## config.mk

```make
export PLATFORM = sky130hd
export DESIGN_NAME = store_merger
export DESIGN_NICKNAME = d
export VERILOG_FILES = /design/src/rtl/store_merger_pkg.sv /design/src/rtl/store_lane_merge.sv /design/src/rtl/store_merger.sv
export SDC_FILE = /design/constraint.sdc
export NUM_CORES = 1
export LEC_CHECK = 0
export CAP_MARGIN = 40
export CORE_UTILIZATION = 51
export DETAILED_ROUTE_END_ITERATION = 6
export PLACE_DENSITY_LB_ADDON = 0.08
export SYNTH_ARGS = -nofsm -noshare
export SYNTH_HDL_FRONTEND = slang
export SYNTH_SLANG_ARGS = --single-unit
export TNS_END_PERCENT = 100
```

## constraint.sdc

```tcl
create_clock -name clk -period 3.5 [get_ports clk]
set_input_delay 0.35 -clock clk [delete_from_list [all_inputs] [get_ports clk]]
set_output_delay 0.35 -clock clk [all_outputs]
set_load 0.05 [all_outputs]
```

## src/rtl/store_merger_pkg.sv

```systemverilog
// rtl/store_merger_pkg.sv - shared state encoding, size codes and alignment helpers for store_merger
package store_merger_pkg;

    typedef enum logic [2:0] {
        ST_IDLE  = 3'd0,
        ST_READ  = 3'd1,
        ST_WAIT  = 3'd2,
        ST_WRITE = 3'd3,
        ST_DONE  = 3'd4,
        ST_ERR   = 3'd5
    } state_t;

    typedef enum logic [1:0] {
        SZ_BYTE = 2'd0,
        SZ_HALF = 2'd1,
        SZ_WORD = 2'd2
    } size_t;

    // Byte wins over Half; neither selected means a full word.
    function automatic size_t size_decode(input logic byte_sel, input logic half_sel);
        size_t sz;
        if (byte_sel) begin
            sz = SZ_BYTE;
        end else if (half_sel) begin
            sz = SZ_HALF;
        end else begin
            sz = SZ_WORD;
        end
        return sz;
    endfunction

    function automatic logic misaligned(input size_t sz, input logic [1:0] lsb);
        logic bad;
        case (sz)
            SZ_HALF: bad = lsb[0];
            SZ_WORD: bad = (lsb != 2'b00);
            default: bad = 1'b0;
        endcase
        return bad;
    endfunction

endpackage

```

## src/rtl/store_lane_merge.sv

```systemverilog
// rtl/store_lane_merge.sv - places the low byte/halfword of d into its little-endian lane of old_word
//
// Ports:
//   old_word  in  32  word read back from memory
//   d         in  32  register value being stored
//   lsb       in  2   byte address bits [1:0]
//   byte_sel  in  1   byte store (has priority over half_sel)
//   half_sel  in  1   halfword store
//   merged    out 32  word to write back
module store_lane_merge
    import store_merger_pkg::*;
(
    input  logic [31:0] old_word,
    input  logic [31:0] d,
    input  logic [1:0]  lsb,
    input  logic        byte_sel,
    input  logic        half_sel,
    output logic [31:0] merged
);

    always_comb begin
        merged = old_word;
        case (size_decode(byte_sel, half_sel))
            SZ_BYTE: begin
                case (lsb)
                    2'd0:    merged[7:0]   = d[7:0];
                    2'd1:    merged[15:8]  = d[7:0];
                    2'd2:    merged[23:16] = d[7:0];
                    default: merged[31:24] = d[7:0];
                endcase
            end
            SZ_HALF: begin
                if (lsb[1]) begin
                    merged[31:16] = d[15:0];
                end else begin
                    merged[15:0]  = d[15:0];
                end
            end
            default: merged = d;
        endcase
    end

endmodule

```

## src/rtl/store_merger.sv

```systemverilog
// rtl/store_merger.sv - byte/half/word store unit using read-modify-write on a word-only memory
//
// Ports:
//   clk, rst_n            clock, synchronous active-low reset
//   Req, Ready            store request / idle handshake
//   Addr, D, Byte, Half   store byte address, data and size (sampled at accept only)
//   Done, Err             one-cycle completion / misalignment pulses
//   Mem_Addr              word address of the store
//   Mem_Re, Mem_Rdata     read strobe and read data (MEM_LAT cycles later)
//   Mem_We, Mem_Wdata     write strobe and merged write word
module store_merger
    import store_merger_pkg::*;
#(
    parameter int ADDR_W  = 16,
    parameter int MEM_LAT = 1
) (
    input  logic              clk,
    input  logic              rst_n,
    input  logic              Req,
    output logic              Ready,
    input  logic [ADDR_W-1:0] Addr,
    input  logic [31:0]       D,
    input  logic              Byte,
    input  logic              Half,
    output logic              Done,
    output logic              Err,
    output logic [ADDR_W-3:0] Mem_Addr,
    output logic              Mem_Re,
    input  logic [31:0]       Mem_Rdata,
    output logic              Mem_We,
    output logic [31:0]       Mem_Wdata
);

    localparam int CNT_W = (MEM_LAT > 1) ? $clog2(MEM_LAT + 1) : 1;

    state_t            state;
    state_t            state_nxt;
    logic [ADDR_W-1:0] addr_q;
    logic [31:0]       d_q;
    logic              byte_q;
    logic              half_q;
    logic [31:0]       wdata_q;
    logic [CNT_W-1:0]  wait_cnt;
    logic [31:0]       merged;
    logic              accept;
    logic              wait_last;
    size_t             req_size;

    assign req_size  = size_decode(Byte, Half);
    assign accept    = (state == ST_IDLE) && Req;
    assign wait_last = (state == ST_WAIT) && (wait_cnt == '0);

    store_lane_merge u_merge (
        .old_word (Mem_Rdata),
        .d        (d_q),
        .lsb      (addr_q[1:0]),
        .byte_sel (byte_q),
        .half_sel (half_q),
        .merged   (merged)
    );

    always_ff @(posedge clk) begin
        if (!rst_n) begin
            state <= ST_IDLE;
        end else begin
            state <= state_nxt;
        end
    end

    always_comb begin
        state_nxt = state;
        case (state)
            ST_IDLE: begin
                if (Req) begin
                    if (misaligned(req_size, Addr[1:0])) begin
                        state_nxt = ST_ERR;
                    end else if (req_size == SZ_WORD) begin
                        state_nxt = ST_WRITE;
                    end else begin
                        state_nxt = ST_READ;
                    end
                end
            end
            ST_READ:  state_nxt = ST_WAIT;
            ST_WAIT:  if (wait_cnt == '0) state_nxt = ST_WRITE;
            ST_WRITE: state_nxt = ST_DONE;
            ST_DONE:  state_nxt = ST_IDLE;
            ST_ERR:   state_nxt = ST_IDLE;
            default:  state_nxt = ST_IDLE;
        endcase
    end

    always_comb begin
        Ready  = (state == ST_IDLE);
        Mem_Re = (state == ST_READ);
        Mem_We = (state == ST_WRITE);
        Done   = (state == ST_DONE);
        Err    = (state == ST_ERR);
    end

    // Word stores take D straight into the write register at accept; sub-word
    // stores load it from the merge on the edge that ends the last WAIT cycle,
    // which is exactly when the memory's read data is valid.
    always_ff @(posedge clk) begin
        if (!rst_n) begin
            addr_q   <= '0;
            d_q      <= '0;
            byte_q   <= 1'b0;
            half_q   <= 1'b0;
            wdata_q  <= '0;
            wait_cnt <= '0;
        end else begin
            if (accept) begin
                addr_q <= Addr;
                d_q    <= D;
                byte_q <= Byte;
                half_q <= Half;
                if (req_size == SZ_WORD) begin
                    wdata_q <= D;
                end
            end
            if (wait_last) begin
                wdata_q <= merged;
            end
            if (state == ST_READ) begin
                wait_cnt <= CNT_W'(MEM_LAT - 1);
            end else if ((state == ST_WAIT) && (wait_cnt != '0)) begin
                wait_cnt <= wait_cnt - 1'b1;
            end
        end
    end

    assign Mem_Addr  = addr_q[ADDR_W-1:2];
    assign Mem_Wdata = wdata_q;

endmodule

```

Word-level counts from Yosys, hierarchy flattened
Index checks and enable logic that the tools add are counted.
{"block": "word_totals", "ff_bits": 86, "latchBits": 0, "ram_bits": 0, "romBits": 0, "in_bits": 85, "out_inout_bits": 51, "elab_cells": 57, "mem_count": 0}
{"block": "classes", "n_addsub": 1, "mul": 0, "n_div": 0, "n_lt_le_gt_ge": 0, "n_eq_ne": 12, "n_shift": 0, "muxes": 22, "n_bitwise": 2, "reduce_logical": 13}
{"op": "$mux 32", "count": 3}
{"op": "$pmux 32 s2", "count": 1}
{"op": "$mux 16", "count": 2}
{"op": "$mux 8", "count": 4}
{"op": "$pmux 3 s4", "count": 1}
{"op": "$mux 2", "count": 5}
{"op": "$mux 3", "count": 3}
{"op": "$eq 2x1->1 const B", "count": 3}
{"op": "$eq 3x2->1 const B", "count": 2}
{"op": "$eq 3x3->1 const B", "count": 2}
{"op": "$reduce_bool 2->1", "count": 3}
{"op": "$eq 2x2->1 const B", "count": 2}
{"op": "$logic_not 2->1", "count": 2}
{"op": "$ne 2x2->1 const B", "count": 2}
{"op": "$reduce_and 2->1", "count": 2}
{"op": "$eq 3x1->1 const B", "count": 1}
{"op": "$logic_and 1x1->1", "count": 3}
{"op": "$logic_not 3->1", "count": 1}
{"op": "$reduce_or 3->1", "count": 1}
{"op": "$mux 1", "count": 2}
{"op": "$not 1->1", "count": 2}
{"op": "$pmux 1 s2", "count": 1}
{"op": "$reduce_or 2->1", "count": 1}
{"op": "$sub 1x1->1 const B", "count": 1}

Depth between registers and ports, before layout
{"block": "logic_depth", "word_depth": 9, "depth_mapped": 6, "mapped_depth_nobuf": 4}

Hierarchy
A second synthesis with hierarchy kept.
{"block": "unflattened", "cells_unflattened": 577, "hier_area_um2": 4584.4}
{"mod": "store_merger", "n_inst": 1, "cells_each": 446, "area_each_um2": 3702.3, "seq_area_each_um2": 1721.7}
{"mod": "store_lane_merge", "n_inst": 1, "cells_each": 131, "area_each_um2": 882.1, "seq_area_each_um2": 0.0}

Worst setup path before layout
OpenSTA, ideal clock, no wires.
{"block": "synth_timing", "path_kind": "register -> register", "start": "reg state[2]", "end": "reg state[2]", "setup_time_ns": 0.060, "arrival_time_ns": 2.231, "required_ns": 3.440, "path_slack_ns": 1.210, "path_stages_with_launch": 6, "n_path_buf": 1, "synth_period_minus_slack_ns": 2.290, "path_cell_list": "dfxtp_1 clkbuf_1 nor3_1 o21ai_0 o22ai_1 o311a_1"}
{"block": "synth_between", "elab_chain_cells": 3, "elab_cells_between_ends": 8, "classes_between": "5 x eq/ne; 1 x mux; 2 x reduce/logical"}
{"item": "start: declaration", "line_no": "store_merger.sv:36", "rtl": "state_t state;"}
{"item": "start signal: assignment", "line_no": "store_merger.sv:66", "rtl": "state <= state_nxt;"}
{"item": "$logic_not 3->1 *"}
{"item": "via Ready", "line_no": "store_merger.sv:20", "rtl": "output logic Ready,"}
{"item": "$ne 2x2->1 (no line)"}
{"item": "$reduce_and 2->1 (no line)"}
The timed path passes the listed nets; every way through them passes the cells marked *.
A chain may end at the register's enable or synchronous reset.

Worst setup path after layout
{"block": "layout_timing", "start": "reg state[0]", "end": "out Mem_We"}
{"block": "layout_between", "elab_chain_cells": 1}
{"item": "$eq 3x2->1", "line_no": "store_merger.sv:96", "rtl": "Mem_We = (state == ST_WRITE);"}
{"item": "end: declaration", "line_no": "store_merger.sv:30", "rtl": "output logic Mem_We,"}
Every way passes these cells.

==> qor.log <==
qor: detailed_routing.viasPerCell 5.94
qor: clock_network.ctsRootBufferMaster sky130_fd_sc_hd__clkbuf_8
qor: critical_path.critPathArrivalTime 2.13 ns
qor: synthesis.synth_top_cells_by_count sky130_fd_sc_hd__nand2_1 (123), sky130_fd_sc_hd__dfxtp_1 (86), sky130_fd_sc_hd__a21oi_1 (71)
qor: synthesis.synth_top_cell_area_share 0.382
qor: detailed_routing.route.final.wire_length 13300 um
qor: synthesis.async_flop_share 0
qor: hold_path.min_path_cells 2
qor: synthesis.netlist_instances 558
qor: placed_design.io_buffers 135
qor: layout.layout.nets 734
qor: critical_path.reg2reg_setup_slack 1.12 ns
qor: layout.insertedDiodeCount 0
qor: die.floorplan.io_pins 136
qor: timing.finClkSkew 0.00624 ns
qor: die.fp.dieArea 9220 um^2
qor: hold_path.holdCritStartpoint addr_q[4]
qor: clock_network.cts_tree done
qor: grt.grt_max_degree 53
qor: detailed_routing.antenna_violating_nets_post_route 0
qor: clock_network.total_clock_buffers_created_by_cts 9
qor: timing.maxSlewHeadroom 0.501
qor: synthesis.ys_types 42
qor: die.initial_core_utilization 0.538
qor: power.pwr_density 463 nW/um^2
qor: critical_path.worstRegToRegCells 3
qor: timing.worst-slew-pin-transition 0.746 ns
qor: die.die_width 96.0 um
qor: clock_network.clock_latency 0.35 ns
qor: clock_network.clock_tree.buffer_depth 2
qor: critical_path.cp_max_fo 12
qor: synthesis.syn_area 4510 um^2
qor: die.core_region_area 8380 um^2
qor: detailed_routing.detailedRoute.firstIterationViolations 353
qor: clock_network.path_clk_slew 0.08 ns
qor: clock_network.cts_resized 0
qor: detailed_routing.avgRoutedWirePerCell 17.5 um
qor: placed_design.finalWeightedCongestion 0.837
qor: grt.grt_util_all_layers 0.302
qor: power.p_leak 2.15 nW
qor: detailed_routing.detail_route.first_pass.iterations 5
qor: synthesis.seq_area_frac_synth 0.382
qor: hold_path.min_delay_worst_endpoint addr_q[4]
qor: grt.wire_length_of_the_first_global_routing_pass 21400 um
qor: timing.ratio_of_final_minimum_period_to_clock_period 0.708
qor: synthesis.syn_area_cell 8.08 um^2
qor: critical_path.required 3.15 ns
qor: synthesis.yosysMostFrequentCell sky130_fd_sc_hd__nand2_1
qor: synthesis.synth_area_leaders sky130_fd_sc_hd__dfxtp_1 (38%), sky130_fd_sc_hd__nand2_1 (10%), sky130_fd_sc_hd__a21oi_1 (7.9%)
qor: timing.final_hold_viol_count 0
qor: layout.layout-area-overhead-vs-synth 31.4%
qor: hold_path.worstHoldPathType flip-flop to flip-flop
qor: critical_path.reg2reg_to Mem_Wdata[11]
qor: grt.antenna_found_initial 0
qor: die.num_rows 33
qor: timing.setup_total_negative_slack 0 ns
qor: synthesis.ys.warnings.count 0
qor: synthesis.synth-edff-count 0
qor: clock_network.cts.sink_count 86
qor: timing.report.final.slew_viol_count 0
qor: layout.drive_gt1_frac 0.0949
qor: timing.finalWorstPathRequiredPeriod 2.48 ns
qor: power.fin_total_pwr 2.74 mW
qor: power.ir_worst_vdd 0.315 mV
qor: timing.fmax 404 MHz
qor: synthesis.postSynth.topFlopCell sky130_fd_sc_hd__dfxtp_1
qor: clock_network.clock_tree.htree_level_count 3
qor: synthesis.biggest_area_consumer_among_synthesized_cells sky130_fd_sc_hd__dfxtp_1
qor: timing.grt_setup_unrepaired no
qor: clock_network.cts_post_setup_buffers_inserted 0
qor: placed_design.post-dp-hpwl 8960 um
qor: synthesis.postSynthRegisterBits 86
qor: die.die_height 96.0 um
qor: grt.gr-total-overflow 0
qor: detailed_routing.drcViolationCount 0
qor: synthesis.total_nets_after_synthesis 643
qor: grt.first_global_vias 4403
qor: critical_path.worstSetupPathType flip-flop to output port
qor: clock_network.number_of_hold_buffers_added_after_cts 0
qor: critical_path.worstReg2RegStart state[1]
qor: run_status.run_status finished clean
qor: timing.finalSetupViolCount 0
qor: critical_path.worst_setup_path_start_kind flip-flop
qor: job.timing.max_cap.violations 0
qor: critical_path.worst_setup_path_end_kind output port
qor: detailed_routing.route.vias.total 4505
metal layers:
| metal | vias up | GRT usage | wire length [um] |
|---|---|---|---|
| li1 | 2138 | - | - |
| met1 | 2140 | 0.368 | 5420 |
| met2 | 198 | 0.516 | 6330 |
| met3 | 29 | 0.0750 | 1220 |
| met4 | 0 | 0.104 | 298 |
| met5 | - | 0 | 0 |
placed cells by master, fill, tap and decap left out, types with 10 or more instances in the layout:
cell and count:
sky130_fd_sc_hd__dfxtp_1 86, sky130_fd_sc_hd__clkdlybuf4s50_1 135, sky130_fd_sc_hd__o21ai_0 11, sky130_fd_sc_hd__nor2_1 25
sky130_fd_sc_hd__mux2i_1 32, sky130_fd_sc_hd__a21oi_1 71, sky130_fd_sc_hd__nand2_1 123, sky130_fd_sc_hd__nor4_2 10
sky130_fd_sc_hd__nor3_1 17, sky130_fd_sc_hd__mux2_2 16, sky130_fd_sc_hd__a211oi_1 27
logic make-up after synthesis:
kind of cell | synth area share
flip-flops | 0.382
XOR/XNOR | 0.00194
AND/OR/NAND/NOR | 0.231
AO/OA/AOI/OAI | 0.200
buffers and inverters | 0.0747
multiplexers | 0.111
where the power goes:
part | leakage (nW) | switching [mW] | internal [mW]
clock | 0.0752 | 0.345 | 0.252
sequential | 0.704 | 0.0974 | 1.08
combinational | 1.37 | 0.586 | 0.383
critical path, cell delays in order, from the launching register on:
cell	delay (ns)
sky130_fd_sc_hd__dfxtp_1	0.65
sky130_fd_sc_hd__nand2_1	0.19
sky130_fd_sc_hd__nor2_1	0.13
sky130_fd_sc_hd__clkdlybuf4s50_1	0.81
final cells by class:
type / instances / area (um^2)
multi-input combinational: 402 / 2460
fill: 694 / 2460
sequential: 86 / 1720
timing repair buffer: 145 / 1440
clock buffer: 11 / 131
tap: 105 / 131
clock inverter: 4 / 25.0
inverter: 5 / 18.8
flip-flops by register name (all words and copies together), names as in the netlist:
name and cells:
byte_q 1, wait_cnt 1, half_q 1, Mem_Wdata 32, d_q 32, state 3, addr_q 16
how the worst max path moves through the flow:
| stage | slack, ns | cells past startpoint | end | start |
|---|---|---|---|---|
| final | 1.02 | 3 | Mem_We | state[0] |
| after detailed placement | 1.14 | 6 | Mem_Wdata[27] | Req |
| after global placement | 1.21 | 6 | Mem_Wdata[27] | Req |
| after CTS | 1.04 | 3 | Mem_We | state[0] |
| after global routing | 0.93 | 2 | Done | state[2] |
| after floorplan | 1.21 | 5 | state[2] | state[2] |
per-stage QoR:
stage                      util  hold slack, ns  instances  instance area, um^2  setup slack [ns]
after global routing      0.707           0.478        758                 5930             0.935
after floorplan               -           0.436        558                 4510              1.21
after detailed placement  0.688           0.446        743                 5770              1.14
after CTS                 0.707           0.458        758                 5930              1.04
after global placement    0.688           0.441        743                 5770              1.21
final                     0.707           0.455        758                 5930              1.02
No activity file was read; power rests on OpenSTA's default activity.
